**src/rtl/uart_rx_os16_if.sv**
```systemverilog
// Receive-side bundle of uart_rx_os16: serial line in, received word and status strobes out.
interface uart_rx_os16_if #(
  parameter int DATA_BITS = 8
);
  logic                 rx;
  logic [DATA_BITS-1:0] rx_data;
  logic                 rx_valid;
  logic                 frame_err;
  logic                 parity_err;
  logic                 busy;

  modport master (
    input  rx,
    output rx_data, rx_valid, frame_err, parity_err, busy
  );

  modport slave (
    output rx,
    input  rx_data, rx_valid, frame_err, parity_err, busy
  );
endinterface

```
**src/rtl/uart_rx_os16.sv**
```systemverilog
// 16x-oversampling UART receiver: synchronised rx, mid-bit 3-sample majority vote,
// optional parity and stop-bit checks, one-clk result strobes, single clock domain.
module uart_rx_os16 #(
  parameter int CLK_FREQ   = 1000000,
  parameter int BAUD_RATE  = 9600,
  parameter int DATA_BITS  = 8,
  parameter int PARITY_EN  = 0,
  parameter int PARITY_ODD = 0
) (
  input  logic           clk,
  input  logic           rst,
  uart_rx_os16_if.master bus
);
  localparam int TICK_DIV = CLK_FREQ / (BAUD_RATE * 16);
  localparam int DIV_W    = (TICK_DIV > 1) ? $clog2(TICK_DIV) : 1;
  localparam int BIT_W    = $clog2(DATA_BITS);
  localparam logic [DIV_W-1:0] DIV_LAST   = DIV_W'(TICK_DIV - 1);
  localparam logic [BIT_W-1:0] BIT_LAST   = BIT_W'(DATA_BITS - 1);
  localparam logic             PAR_EN_BIT = (PARITY_EN != 0);
  localparam logic             ODD_BIT    = (PARITY_ODD != 0);

  typedef enum logic [2:0] {
    ST_IDLE   = 3'd0,
    ST_START  = 3'd1,
    ST_DATA   = 3'd2,
    ST_PARITY = 3'd3,
    ST_STOP   = 3'd4
  } state_t;

  function automatic logic parity_calc(input logic [DATA_BITS-1:0] data, input logic odd);
    parity_calc = (^data) ^ odd;
  endfunction

  state_t               state_r, state_n;
  logic                 sync1_r, sync2_r, prev_r;
  logic [DIV_W-1:0]     div_cnt_r;
  logic [3:0]           tick_cnt_r;
  logic [BIT_W-1:0]     bit_cnt_r;
  logic [1:0]           samp_r;
  logic [DATA_BITS-1:0] shift_r, rx_data_r;
  logic                 par_r;
  logic                 rx_valid_r, frame_err_r, parity_err_r, busy_r;

  logic rx_s, fall_s, tick_s, decide_s, end_s, vote_s, par_ok_s;
  logic shift_en_s, par_ld_s, bit_clr_s, bit_inc_s, good_s, perr_s, ferr_s;

  assign rx_s     = sync2_r;
  assign fall_s   = prev_r & ~rx_s;
  assign tick_s   = (div_cnt_r == DIV_LAST);
  assign decide_s = tick_s & (tick_cnt_r == 4'd9);
  assign end_s    = tick_s & (tick_cnt_r == 4'd15);
  // Samples from ticks 7 and 8 are held; the tick-9 sample is the live line.
  assign vote_s   = (samp_r[0] & samp_r[1]) | (samp_r[0] & rx_s) | (samp_r[1] & rx_s);
  assign par_ok_s = ~PAR_EN_BIT | (par_r == parity_calc(shift_r, ODD_BIT));

  // Next-state and per-cycle datapath controls.
  always_comb begin
    state_n    = state_r;
    shift_en_s = 1'b0;
    par_ld_s   = 1'b0;
    bit_clr_s  = 1'b0;
    bit_inc_s  = 1'b0;
    good_s     = 1'b0;
    perr_s     = 1'b0;
    ferr_s     = 1'b0;
    case (state_r)
      ST_IDLE: begin
        if (fall_s) state_n = ST_START;
        else        state_n = ST_IDLE;
      end
      ST_START: begin
        if (decide_s && vote_s) begin
          state_n = ST_IDLE;
        end else if (end_s) begin
          state_n   = ST_DATA;
          bit_clr_s = 1'b1;
        end else begin
          state_n = ST_START;
        end
      end
      ST_DATA: begin
        shift_en_s = decide_s;
        if (end_s) begin
          if (bit_cnt_r == BIT_LAST) state_n = PAR_EN_BIT ? ST_PARITY : ST_STOP;
          else                       bit_inc_s = 1'b1;
        end else begin
          state_n = ST_DATA;
        end
      end
      ST_PARITY: begin
        par_ld_s = decide_s;
        if (end_s) state_n = ST_STOP;
        else       state_n = ST_PARITY;
      end
      ST_STOP: begin
        // Leave on the decision tick so a back-to-back start edge is not missed.
        if (decide_s) begin
          state_n = ST_IDLE;
          if (!vote_s)        ferr_s = 1'b1;
          else if (!par_ok_s) perr_s = 1'b1;
          else                good_s = 1'b1;
        end else begin
          state_n = ST_STOP;
        end
      end
      default: state_n = ST_IDLE;
    endcase
  end

  // Synchroniser, edge history, state register and registered outputs.
  always_ff @(posedge clk) begin
    if (rst) begin
      sync1_r      <= 1'b1;
      sync2_r      <= 1'b1;
      prev_r       <= 1'b1;
      state_r      <= ST_IDLE;
      busy_r       <= 1'b0;
      rx_valid_r   <= 1'b0;
      frame_err_r  <= 1'b0;
      parity_err_r <= 1'b0;
      rx_data_r    <= '0;
    end else begin
      sync1_r      <= bus.rx;
      sync2_r      <= sync1_r;
      prev_r       <= sync2_r;
      state_r      <= state_n;
      busy_r       <= (state_n != ST_IDLE);
      rx_valid_r   <= good_s;
      frame_err_r  <= ferr_s;
      parity_err_r <= perr_s;
      if (good_s || perr_s) rx_data_r <= shift_r;
    end
  end

  // Tick divider (re-phased on start edge), tick/bit counters, samples and shift register.
  always_ff @(posedge clk) begin
    if (rst) begin
      div_cnt_r  <= '0;
      tick_cnt_r <= 4'd0;
      bit_cnt_r  <= '0;
      samp_r     <= 2'b00;
      shift_r    <= '0;
      par_r      <= 1'b0;
    end else begin
      if ((state_r == ST_IDLE && fall_s) || tick_s) div_cnt_r <= '0;
      else                                          div_cnt_r <= div_cnt_r + DIV_W'(1);
      if (state_r == ST_IDLE) tick_cnt_r <= 4'd0;
      else if (tick_s)        tick_cnt_r <= tick_cnt_r + 4'd1;
      if (tick_s && tick_cnt_r == 4'd7) samp_r[0] <= rx_s;
      if (tick_s && tick_cnt_r == 4'd8) samp_r[1] <= rx_s;
      if (bit_clr_s)      bit_cnt_r <= '0;
      else if (bit_inc_s) bit_cnt_r <= bit_cnt_r + BIT_W'(1);
      if (shift_en_s) shift_r <= {vote_s, shift_r[DATA_BITS-1:1]};
      if (par_ld_s)   par_r   <= vote_s;
    end
  end

  assign bus.rx_data    = rx_data_r;
  assign bus.rx_valid   = rx_valid_r;
  assign bus.frame_err  = frame_err_r;
  assign bus.parity_err = parity_err_r;
  assign bus.busy       = busy_r;
endmodule
```
**src/flat_wrapper.sv**
```systemverilog
// flat-port wrapper written by rule: the top's interface ports become plain ports
module uart_rx_os16_flat 
#(
  parameter int CLK_FREQ   = 1000000,
  parameter int BAUD_RATE  = 9600,
  parameter int DATA_BITS  = 8,
  parameter int PARITY_EN  = 0,
  parameter int PARITY_ODD = 0
)
  (clk, rst, bus_rx, bus_rx_data, bus_rx_valid, bus_frame_err, bus_parity_err, bus_busy);
  uart_rx_os16_if #(.DATA_BITS(DATA_BITS)) bus_i ();
  input  logic clk;
  input  logic rst;
  input wire logic [$bits(bus_i.rx)-1:0] bus_rx;
  output wire logic [$bits(bus_i.rx_data)-1:0] bus_rx_data;
  output wire logic [$bits(bus_i.rx_valid)-1:0] bus_rx_valid;
  output wire logic [$bits(bus_i.frame_err)-1:0] bus_frame_err;
  output wire logic [$bits(bus_i.parity_err)-1:0] bus_parity_err;
  output wire logic [$bits(bus_i.busy)-1:0] bus_busy;
  assign bus_i.rx = bus_rx;
  assign bus_rx_data = bus_i.rx_data;
  assign bus_rx_valid = bus_i.rx_valid;
  assign bus_frame_err = bus_i.frame_err;
  assign bus_parity_err = bus_i.parity_err;
  assign bus_busy = bus_i.busy;
  uart_rx_os16 #(.CLK_FREQ(CLK_FREQ), .BAUD_RATE(BAUD_RATE), .DATA_BITS(DATA_BITS), .PARITY_EN(PARITY_EN), .PARITY_ODD(PARITY_ODD)) u_core (.clk(clk), .rst(rst), .bus(bus_i));
endmodule
```
**config.mk**
```make
export PLATFORM = sky130hd
export DESIGN_NAME = uart_rx_os16_flat
export DESIGN_NICKNAME = d
export VERILOG_FILES = /design/src/rtl/uart_rx_os16_if.sv /design/src/rtl/uart_rx_os16.sv /design/src/flat_wrapper.sv
export SDC_FILE = /design/constraint.sdc
export NUM_CORES = 1
export LEC_CHECK = 0
export ABC_AREA = 1
export BUFFER_PORTS_ARGS = -buffer_cell sky130_fd_sc_hd__buf_2
export CAP_MARGIN = 20
export CORE_ASPECT_RATIO = 0.5
export CORE_MARGIN = 4
export CORE_UTILIZATION = 50
export CTS_CLUSTER_SIZE = 28
export DETAILED_ROUTE_END_ITERATION = 16
export GPL_ROUTABILITY_DRIVEN = 0
export PLACE_DENSITY_LB_ADDON = 0.08
export SKIP_CTS_REPAIR_TIMING = 1
export SYNTH_ARGS = -nofsm -noshare
export SYNTH_HDL_FRONTEND = slang
export SYNTH_SLANG_ARGS = --single-unit
```
**constraint.sdc**
```tcl
create_clock -name clk -period 2.6 [get_ports clk]
set_input_delay 0.52 -clock clk [delete_from_list [all_inputs] [get_ports clk]]
set_output_delay 0.52 -clock clk [all_outputs]
set_load 0.03 [all_outputs]
```
Word-level counts from Yosys, hierarchy flattened --
Index checks and enable logic that the tools add are counted.
Operators by class: add/subtract/negate cells 3, bitwise logic cells 11, multiplexer cells 19, equal/unequal tests 10, reduce and logical (&&, ||, !) cells 11
Operator list (count):
- $mux W3 | 5
- $pmux W3 S5 | 1
- $eq A4 B4 Y1 const B | 3
- $mux W1 | 12
- $eq A3 B3 Y1 const B | 3
- $add A3 B1 Y3 const B | 2
- $and A1 B1 Y1 | 6
- $eq A3 B2 Y1 const B | 2
- $reduce_or A2 Y1 | 3
- $add A4 B1 Y4 const B | 1
- $eq A4 B3 Y1 const B | 1
- $logic_and A1 B1 Y1 | 4
- $eq A3 B1 Y1 const B | 1
- $logic_not A3 Y1 | 1
- $not A1 Y1 | 3
- $reduce_bool A3 Y1 | 1
- $reduce_or A3 Y1 | 1
- $mux W2 | 1
- $or A1 B1 Y1 | 2
- $logic_or A1 B1 Y1 | 1
Storage, ports and cells: flip-flop bits (word level) 37, logic and storage cells 68, output and inout port bits 12, input port bits 3

Logic depth before layout (Yosys ltp) --
Gate-level depths: netlist of run 1.
depth after elaboration 7, gate-level depth with buffers 10, gate-level depth less buffers 9

Least setup slack after synthesis of run 1 --
Ideal clock, no wire load.
kind reg-to-reg, start point register u_core.tick_cnt_r[0], end point register u_core.bit_cnt_r[1], clock period less this slack 1255 ps, required time 2487 ps, library setup time 113 ps, data arrival time 1141 ps, cell stages (with the launch flop) 7, path slack 1345 ps, buffers on the path 0, cell sequence dfxtp_1 > ha_1 > nand3_1 > nor2_8 > nand4_1 > o21ai_1 > nor2_1
On the way: cells in the longest elaborated chain, start to end 6, elaborated cells on any way between the ends 11, classes of those cells eq/ne: 2; mux: 5; bitwise: 2; reduce/logical: 2
RTL lines:
- from (decl) | line uart_rx_os16.sv:37 | logic [3:0] tick_cnt_r;
- from (signal assigned) | line uart_rx_os16.sv:148 | else if (tick_s) tick_cnt_r <= tick_cnt_r + 4'd1;
- $eq A4 B4 Y1 (on tied branches) | line uart_rx_os16.sv:51, uart_rx_os16.sv:50
- $and A1 B1 Y1 (on tied branches) | line uart_rx_os16.sv:51, uart_rx_os16.sv:50
- $mux W1 / $logic_and A1 B1 Y1 (equally long branches) | line uart_rx_os16.sv:74, uart_rx_os16.sv:72
- $mux W1 | line uart_rx_os16.sv:72 | if (decide_s && vote_s) begin
- $mux W1 | line uart_rx_os16.sv:66 | case (state_r)
- $reduce_or A2 Y1 (no source line)
- to (signal assigned) | line uart_rx_os16.sv:152 | else if (bit_inc_s) bit_cnt_r <= bit_cnt_r + BIT_W'(1);
- to (decl) | line uart_rx_os16.sv:38 | logic [BIT_W-1:0] bit_cnt_r;
Several ways; a longest one is shown, not always the timed one. A chain may end at the register's enable or synchronous reset.

Final worst setup path of run 1 --
start point register u_core.div_cnt_r[0], end point register u_core.shift_r[6]
On the way: cells in the longest elaborated chain, start to end 3
RTL lines:
- from (decl) | line uart_rx_os16.sv:36 | logic [DIV_W-1:0] div_cnt_r;
- from (signal assigned) | line uart_rx_os16.sv:146 | else div_cnt_r <= div_cnt_r + DIV_W'(1);
- $eq A3 B3 Y1 | line uart_rx_os16.sv:49 | assign tick_s = (div_cnt_r == DIV_LAST);
- $and A1 B1 Y1 | line uart_rx_os16.sv:50 | assign decide_s = tick_s & (tick_cnt_r == 4'd9);
- $mux W1 | line uart_rx_os16.sv:66
- to (signal assigned) | line uart_rx_os16.sv:153 | if (shift_en_s) shift_r <= {vote_s, shift_r[DATA_BITS-1:1]};
- to (decl) | line uart_rx_os16.sv:40 | logic [DATA_BITS-1:0] shift_r, rx_data_r;
Every way passes these cells.

==> flow_summary.json, run 1 <==
{
  "finalSetupViolCount": 0,
  "grt_max_degree": 16,
  "fin_tns_setup_ns": 0,
  "fin_crit_sh": 0.623,
  "hold_path_class": "in -> reg",
  "start_util": 0.529,
  "areaGrowthSynthToFinish_pct": 10.4,
  "drt_iter0_drc": 53,
  "via_per_inst": 4.98,
  "grt_pass1_vias": 1151,
  "p_leak_nw": 0.805,
  "worst_clock_skew_ns": 0.00295,
  "track_usage": 0.157,
  "place_hpwl_um": 2050,
  "seq_area_frac_synth": 0.462,
  "setup_slack_ns": 0.980,
  "clk_pin_slew_ns": 0.08,
  "p_per_area_nw_per_um2": 579,
  "yosysWarnings": 0,
  "drc_errors": 0,
  "ys_types": 26,
  "crit_arrival_ns": 1.81,
  "cts_tree": "done",
  "dieHeight_um": 48.0,
  "num-nets-final": 234,
  "cts_made_buffers": 5,
  "num_antenna_cells": 0,
  "fp-row-count": 14,
  "ir_drop_uv": 383,
  "cap_violations": 0,
  "dieArea_um2": 4230,
  "clk_path_buf_depth": 2,
  "grt_overflow": 0,
  "cts_htree_levels": 2,
  "layout_common_cells": "41 x nand2_1, 37 x dfxtp_1, 35 x nor2_1, 22 x inv_1",
  "synth_cells": 210,
  "pre_cts_ws_ns": 0.992,
  "ant_nets": 0,
  "end_kind": "flop",
  "maxSlewViolCount": 0,
  "cts.sinks": 37,
  "outcome": "completed",
  "setup.worst_path.start_class": "flop",
  "syn_area_per_cell_um2": 7.63,
  "finalHoldViolations": 0,
  "rsz0062_at_grt": "no",
  "drive_above_1_share": 0.147,
  "ioPinCount": 15,
  "drt_wl_total_um": 2910,
  "final_common_cell": "nand2_1",
  "core-area_um2": 3030,
  "crit_fanout": 13,
  "max_freq_ghz": 0.617,
  "vias": 1319,
  "insertion_delay_ns": 0.29,
  "netlist_area_um2": 1600,
  "synth-seq-cells": 37,
  "crit_type": "reg -> reg",
  "fin_crit_ns": 1.62,
  "grt_pass1_wl_um": 4910,
  "synth_nets": 220,
  "clockRootBuffer": "clkbuf_8",
  "critPathRequiredTime_ns": 2.79,
  "antenna_found_initial": 0,
  "fill_cells": 288,
  "post_drt_wl_per_cell_um": 11.0,
  "die-width_um": 88.1,
  "drt-pass1-iter-count": 4,
  "io_buffers": 13
}
## where the power goes
group	total, W	switching [W]	internal (W)
Combinational	0.0000378	0.0000260	0.0000119
Sequential	0.000579	0.00000531	0.000574
Clock	0.000407	0.000217	0.000190
## stage by stage
step | hold WS [ns] | area [µm²] | total power, W | utilization | std cells
3_5_place_dp | 0.404 | 1680 | 0.000630 | 0.554 | 257
2_1_floorplan | 0.389 | 1600 | 0.000623 | - | 210
3_3_place_gp | 0.390 | 1680 | 0.000629 | 0.554 | 257
6_report | 0.403 | 1770 | 0.00102 | 0.584 | 265
4_1_cts | 0.394 | 1770 | 0.00104 | 0.584 | 265
5_1_grt | 0.400 | 1770 | 0.00107 | 0.584 | 265
## cells in the mapped netlist
| master | number | share of area |
|---|---|---|
| a21oi_1 | 13 | 0.041 |
| buf_2 | 1 | 0.0031 |
| buf_4 | 2 | 0.0094 |
| buf_6 | 1 | 0.0070 |
| clkbuf_1 | 2 | 0.0047 |
| conb_1 | 1 | 0.0023 |
| dfxtp_1 | 37 | 0.46 |
| ha_1 | 7 | 0.055 |
| inv_1 | 22 | 0.052 |
| inv_2 | 2 | 0.0047 |
| nand2_1 | 41 | 0.096 |
| nand2_2 | 2 | 0.0078 |
| nand3_1 | 11 | 0.034 |
| nand3_2 | 1 | 0.0062 |
| nand4_1 | 9 | 0.035 |
| nor2_1 | 35 | 0.082 |
| nor2_2 | 1 | 0.0039 |
| nor2_4 | 2 | 0.014 |
| nor2_8 | 1 | 0.012 |
| nor3_1 | 2 | 0.0062 |
| nor3_2 | 1 | 0.0062 |
| nor3b_1 | 1 | 0.0047 |
| o21ai_0 | 11 | 0.034 |
| o21ai_1 | 1 | 0.0031 |
| or2_2 | 2 | 0.0078 |
| xnor2_1 | 1 | 0.0055 |
## worst paths after layout
path	start	endpoint	slack (ns)	cells past startpoint
worst max-delay path	u_core.div_cnt_r[0]	u_core.shift_r[6]	0.98	6
worst max register to register	u_core.div_cnt_r[0]	u_core.shift_r[6]	0.98	6
worst min-delay path	bus_rx	u_core.sync1_r	0.40	2
worst min register to register	u_core.sync1_r	u_core.rx_s	0.42	1
## flip-flops by register name, summed over array words and instances, names as in the netlist, 2 cells and up
signal / cells
u_core.bit_cnt_r: 3
u_core.bus.rx_data: 8
u_core.div_cnt_r: 3
u_core.samp_r: 2
u_core.shift_r: 8
u_core.state_r: 3
u_core.tick_cnt_r: 4
## cells by family after synthesis
| family | after synthesis | share of synthesized area |
|---|---|---|
| adder cells (fa/ha/maj) | 7 | 0.0546 |
| other | 1 | 0.00234 |
| AO/OA/AOI/OAI | 25 | 0.0781 |
| flip-flops | 37 | 0.462 |
| buffers and inverters | 30 | 0.0804 |
| XOR/XNOR | 1 | 0.00547 |
| AND/OR/NAND/NOR | 109 | 0.317 |
## routing by layer
layer	vias up	share of wire	wire [µm]	global-route usage
li1	690	-	-	-
met1	603	0.50	1450	0.190
met2	19	0.44	1290	0.260
met3	7	0.040	116	0.0567
met4	0	0.017	49	0.0723
met5	-	0	0	0
## final cells by class
cell class	instances	area [µm²]	area share
clock buffer	5	68.8	0.0389
clock inverter	3	21.3	0.0120
inverter	24	90.1	0.0509
multi-input combinational	143	733	0.414
sequential	37	741	0.419
tap	40	50.0	0.0283
timing repair buffer	13	65.1	0.0368
## worst max-delay path: stages, from the launching register on
cell	delay [ns]
dfxtp_1	0.38
ha_1	0.18
nand2_2	0.18
nor2_4	0.34
nand2_2	0.17
o21ai_0	0.21
nor2_1	0.06
No activity file was read; power rests on OpenSTA's default activity.
==> run 2: changes to the inputs <==
--- a/config.mk
+++ b/config.mk
@@ -5,7 +5,7 @@
 export SDC_FILE = /design/constraint.sdc
 export NUM_CORES = 1
 export LEC_CHECK = 0
-export ABC_AREA = 1
+export ABC_AREA = 0
 export BUFFER_PORTS_ARGS = -buffer_cell sky130_fd_sc_hd__buf_2
 export CAP_MARGIN = 20
 export CORE_ASPECT_RATIO = 0.5
==> constraint.sdc (replaced) <==
create_clock -name clk -period 1.3 [get_ports clk]
set_input_delay 0.26 -clock clk [delete_from_list [all_inputs] [get_ports clk]]
set_output_delay 0.26 -clock clk [all_outputs]
set_load 0.03 [all_outputs]
==> run 2 against run 1 <==
  * The flow now finishes with violations (negative setup slack)
  * Flip-flop and latch count unchanged
  * Cell area increased by 16%
  * Critical path depth up 1
  * Cell count fell by 11%
  * Hold slack got worse by 0.25 ns
  * Clock skew is 0.0017 ns higher
==> flow_summary.json, run 2 <==
{
  "crit_type": "reg -> reg",
  "post_drt_wl_per_cell_um": 13.2,
  "place_hpwl_um": 2120,
  "async_reset_ff_frac": 0,
  "grt_max_degree": 15,
  "dieArea_um2": 4170,
  "wl_met1_um": 1500,
  "seq_area_frac_synth": 0.470,
  "rsz0062_at_grt": "yes",
  "crit_arrival_ns": 1.62,
  "ys_types": 35,
  "routed.top_layer": "met4",
  "yosysWarnings": 0,
  "grt_overflow": 0,
  "core-area_um2": 3010,
  "yosysMostFrequentCell": "dfxtp_1",
  "layout_common_cells": "32 x nor2_1, 31 x dfxtp_1, 22 x buf_4, 21 x mux2i_1, 13 x buf_2",
  "grt_pass1_wl_um": 4770,
  "vias": 1183,
  "end_kind": "flop",
  "ir_drop_uv": 534,
  "netlist_area_um2": 1580,
  "synth-edff-count": 0,
  "dieHeight_um": 47.7,
  "clockRootBuffer": "clkbuf_8",
  "grt_pass1_vias": 1078,
  "areaGrowthSynthToFinish_pct": 30.3,
  "ant_nets": 0,
  "synth.area.top_cells": "dfxtp_1 47%, mux2i_1 13%, nor2_1 7.6%, ha_1 5.6%, xor2_1 1.7%",
  "synth_common_cells": "37 x dfxtp_1, 32 x nor2_1, 21 x mux2i_1, 7 x ha_1, 6 x nand2_1",
  "fin_crit_sh": 1.11,
  "syn_area_per_cell_um2": 9.92,
  "outcome": "finished with violations",
  "fp-row-count": 14,
  "p_per_area_nw_per_um2": 1110,
  "setup_slack_ns": -0.146,
  "maxSlewViolCount": 0,
  "drc_errors": 0,
  "antenna_found_initial": 0,
  "cap_violations": 0,
  "critPathRequiredTime_ns": 1.48,
  "io_buffers": 13,
  "drive_above_1_share": 0.379,
  "cts_tree": "done",
  "pre_cts_ws_ns": -0.189,
  "drt-pass1-iter-count": 4,
  "insertion_delay_ns": 0.29,
  "ys.flop_type": "dfxtp_1",
  "max_freq_ghz": 0.691,
  "drt_wl_total_um": 3110,
  "via_per_inst": 5.03,
  "setup.worst_path.start_class": "flop",
  "cts_made_buffers": 5,
  "fill_cells": 249,
  "p_total_w": 0.00228,
  "hold_path_class": "in -> reg",
  "finalHoldViolations": 0,
  "cts.sinks": 37,
  "p_leak_nw": 0.982,
  "start_util": 0.523,
  "track_usage": 0.154,
  "final_common_cell": "nor2_1",
  "crit_fanout": 8,
  "num-nets-final": 204,
  "num_antenna_cells": 0,
  "clk_pin_slew_ns": 0.07,
  "finalSetupViolCount": 23,
  "worst_clock_skew_ns": 0.00461,
  "fin_crit_ns": 1.45,
  "netlist.area_leader.share": 0.470,
  "drt_iter0_drc": 39,
  "clk_path_buf_depth": 2,
  "synth.largest_area_cell": "dfxtp_1",
  "met3_length_um": 175,
  "die-width_um": 87.4,
  "cts_htree_levels": 2,
  "synth_nets": 169,
  "synth_cells": 159,
  "violations": "negative setup slack",
  "wl_met2_um": 1420,
  "synth-seq-cells": 37,
  "ioPinCount": 15
}
==> run 2: cell types whose count changed in the layout (fill, tap and decap cells not counted), moves of 6 or more <==
| cell | delta |
|---|---|
| dfxtp_2 | +6 |
| nand4_1 | -7 |
| o21ai_0 | -10 |
| dfxtp_1 | -6 |
| inv_1 | -18 |
| buf_4 | +22 |
| nand3_1 | -10 |
| a21oi_1 | -12 |
| nand2_1 | -35 |
| mux2i_1 | +21 |
==> run 2: metrics by stage <==
step                 util  setup TNS [ns]  cell area [µm²]  hold slack [ns]  instances
floorplan               -           -1.03             1630            0.364        159
detailed placement  0.612           -2.89             1840            0.400        223
global placement    0.612           -2.46             1840            0.395        223
CTS                 0.652           -3.13             1960            0.148        231
finish              0.682           -1.92             2050            0.151        235
global route        0.682           -4.24             2050            0.146        235
==> run 2: path summary, 6_finish.rpt <==
check	cells past startpoint	startpoint	to	slack, ns
hold reg to reg	1	u_core.sync1_r	u_core.rx_s	0.42
setup reg to reg	7	u_core.div_cnt_r[1]	u_core.shift_r[4]	-0.15
setup / recovery	7	u_core.div_cnt_r[1]	u_core.shift_r[4]	-0.15
hold / removal	2	bus_rx	u_core.sync1_r	0.15
==> run 2: report_power, final <==
group          switching, W  leakage [nW]  internal [W]   total, W
sequential        0.0000112         0.302       0.00115    0.00116
clock              0.000403        0.0574      0.000623    0.00103
combinational     0.0000515         0.622     0.0000425  0.0000939
total              0.000466         0.982       0.00182    0.00228
==> run 2: logic make-up after synthesis <==
| logic type | count (synthesis) | synth area share |
|---|---|---|
| AND/OR/NAND/NOR | 64 | 0.220 |
| flip-flops | 37 | 0.470 |
| multiplexers | 21 | 0.133 |
| buffers and inverters | 14 | 0.0476 |
| AO/OA/AOI/OAI | 10 | 0.0421 |
| adder cells (fa/ha/maj) | 8 | 0.0627 |
| XOR/XNOR | 4 | 0.0222 |
| other | 1 | 0.00238 |
==> run 2: critical path, stage by stage, from the launching register on <==
cell	delay, ns
dfxtp_2	0.33
inv_2	0.06
ha_4	0.13
and4b_1	0.20
buf_6	0.15
nand4_4	0.19
mux2i_1	0.22
nor2_1	0.05
==> run 2: layer usage <==
layer  up-vias  global-route usage
li1        612                   -
met1       541               0.194
met2        26               0.244
met3         4              0.0670
met4         0              0.0459
met5         -                   0
==> run 2: final cells by class <==
class | instances | area (µm²) | share of cell area
Clock inverter | 2 | 37.5 | 0.0183
Inverter | 5 | 18.8 | 0.00914
Timing Repair Buffer | 36 | 241 | 0.118
Multi-Input combinational cell | 109 | 876 | 0.426
Tap cell | 40 | 50.0 | 0.0244
Clock buffer | 6 | 82.6 | 0.0402
Sequential cell | 37 | 748 | 0.364
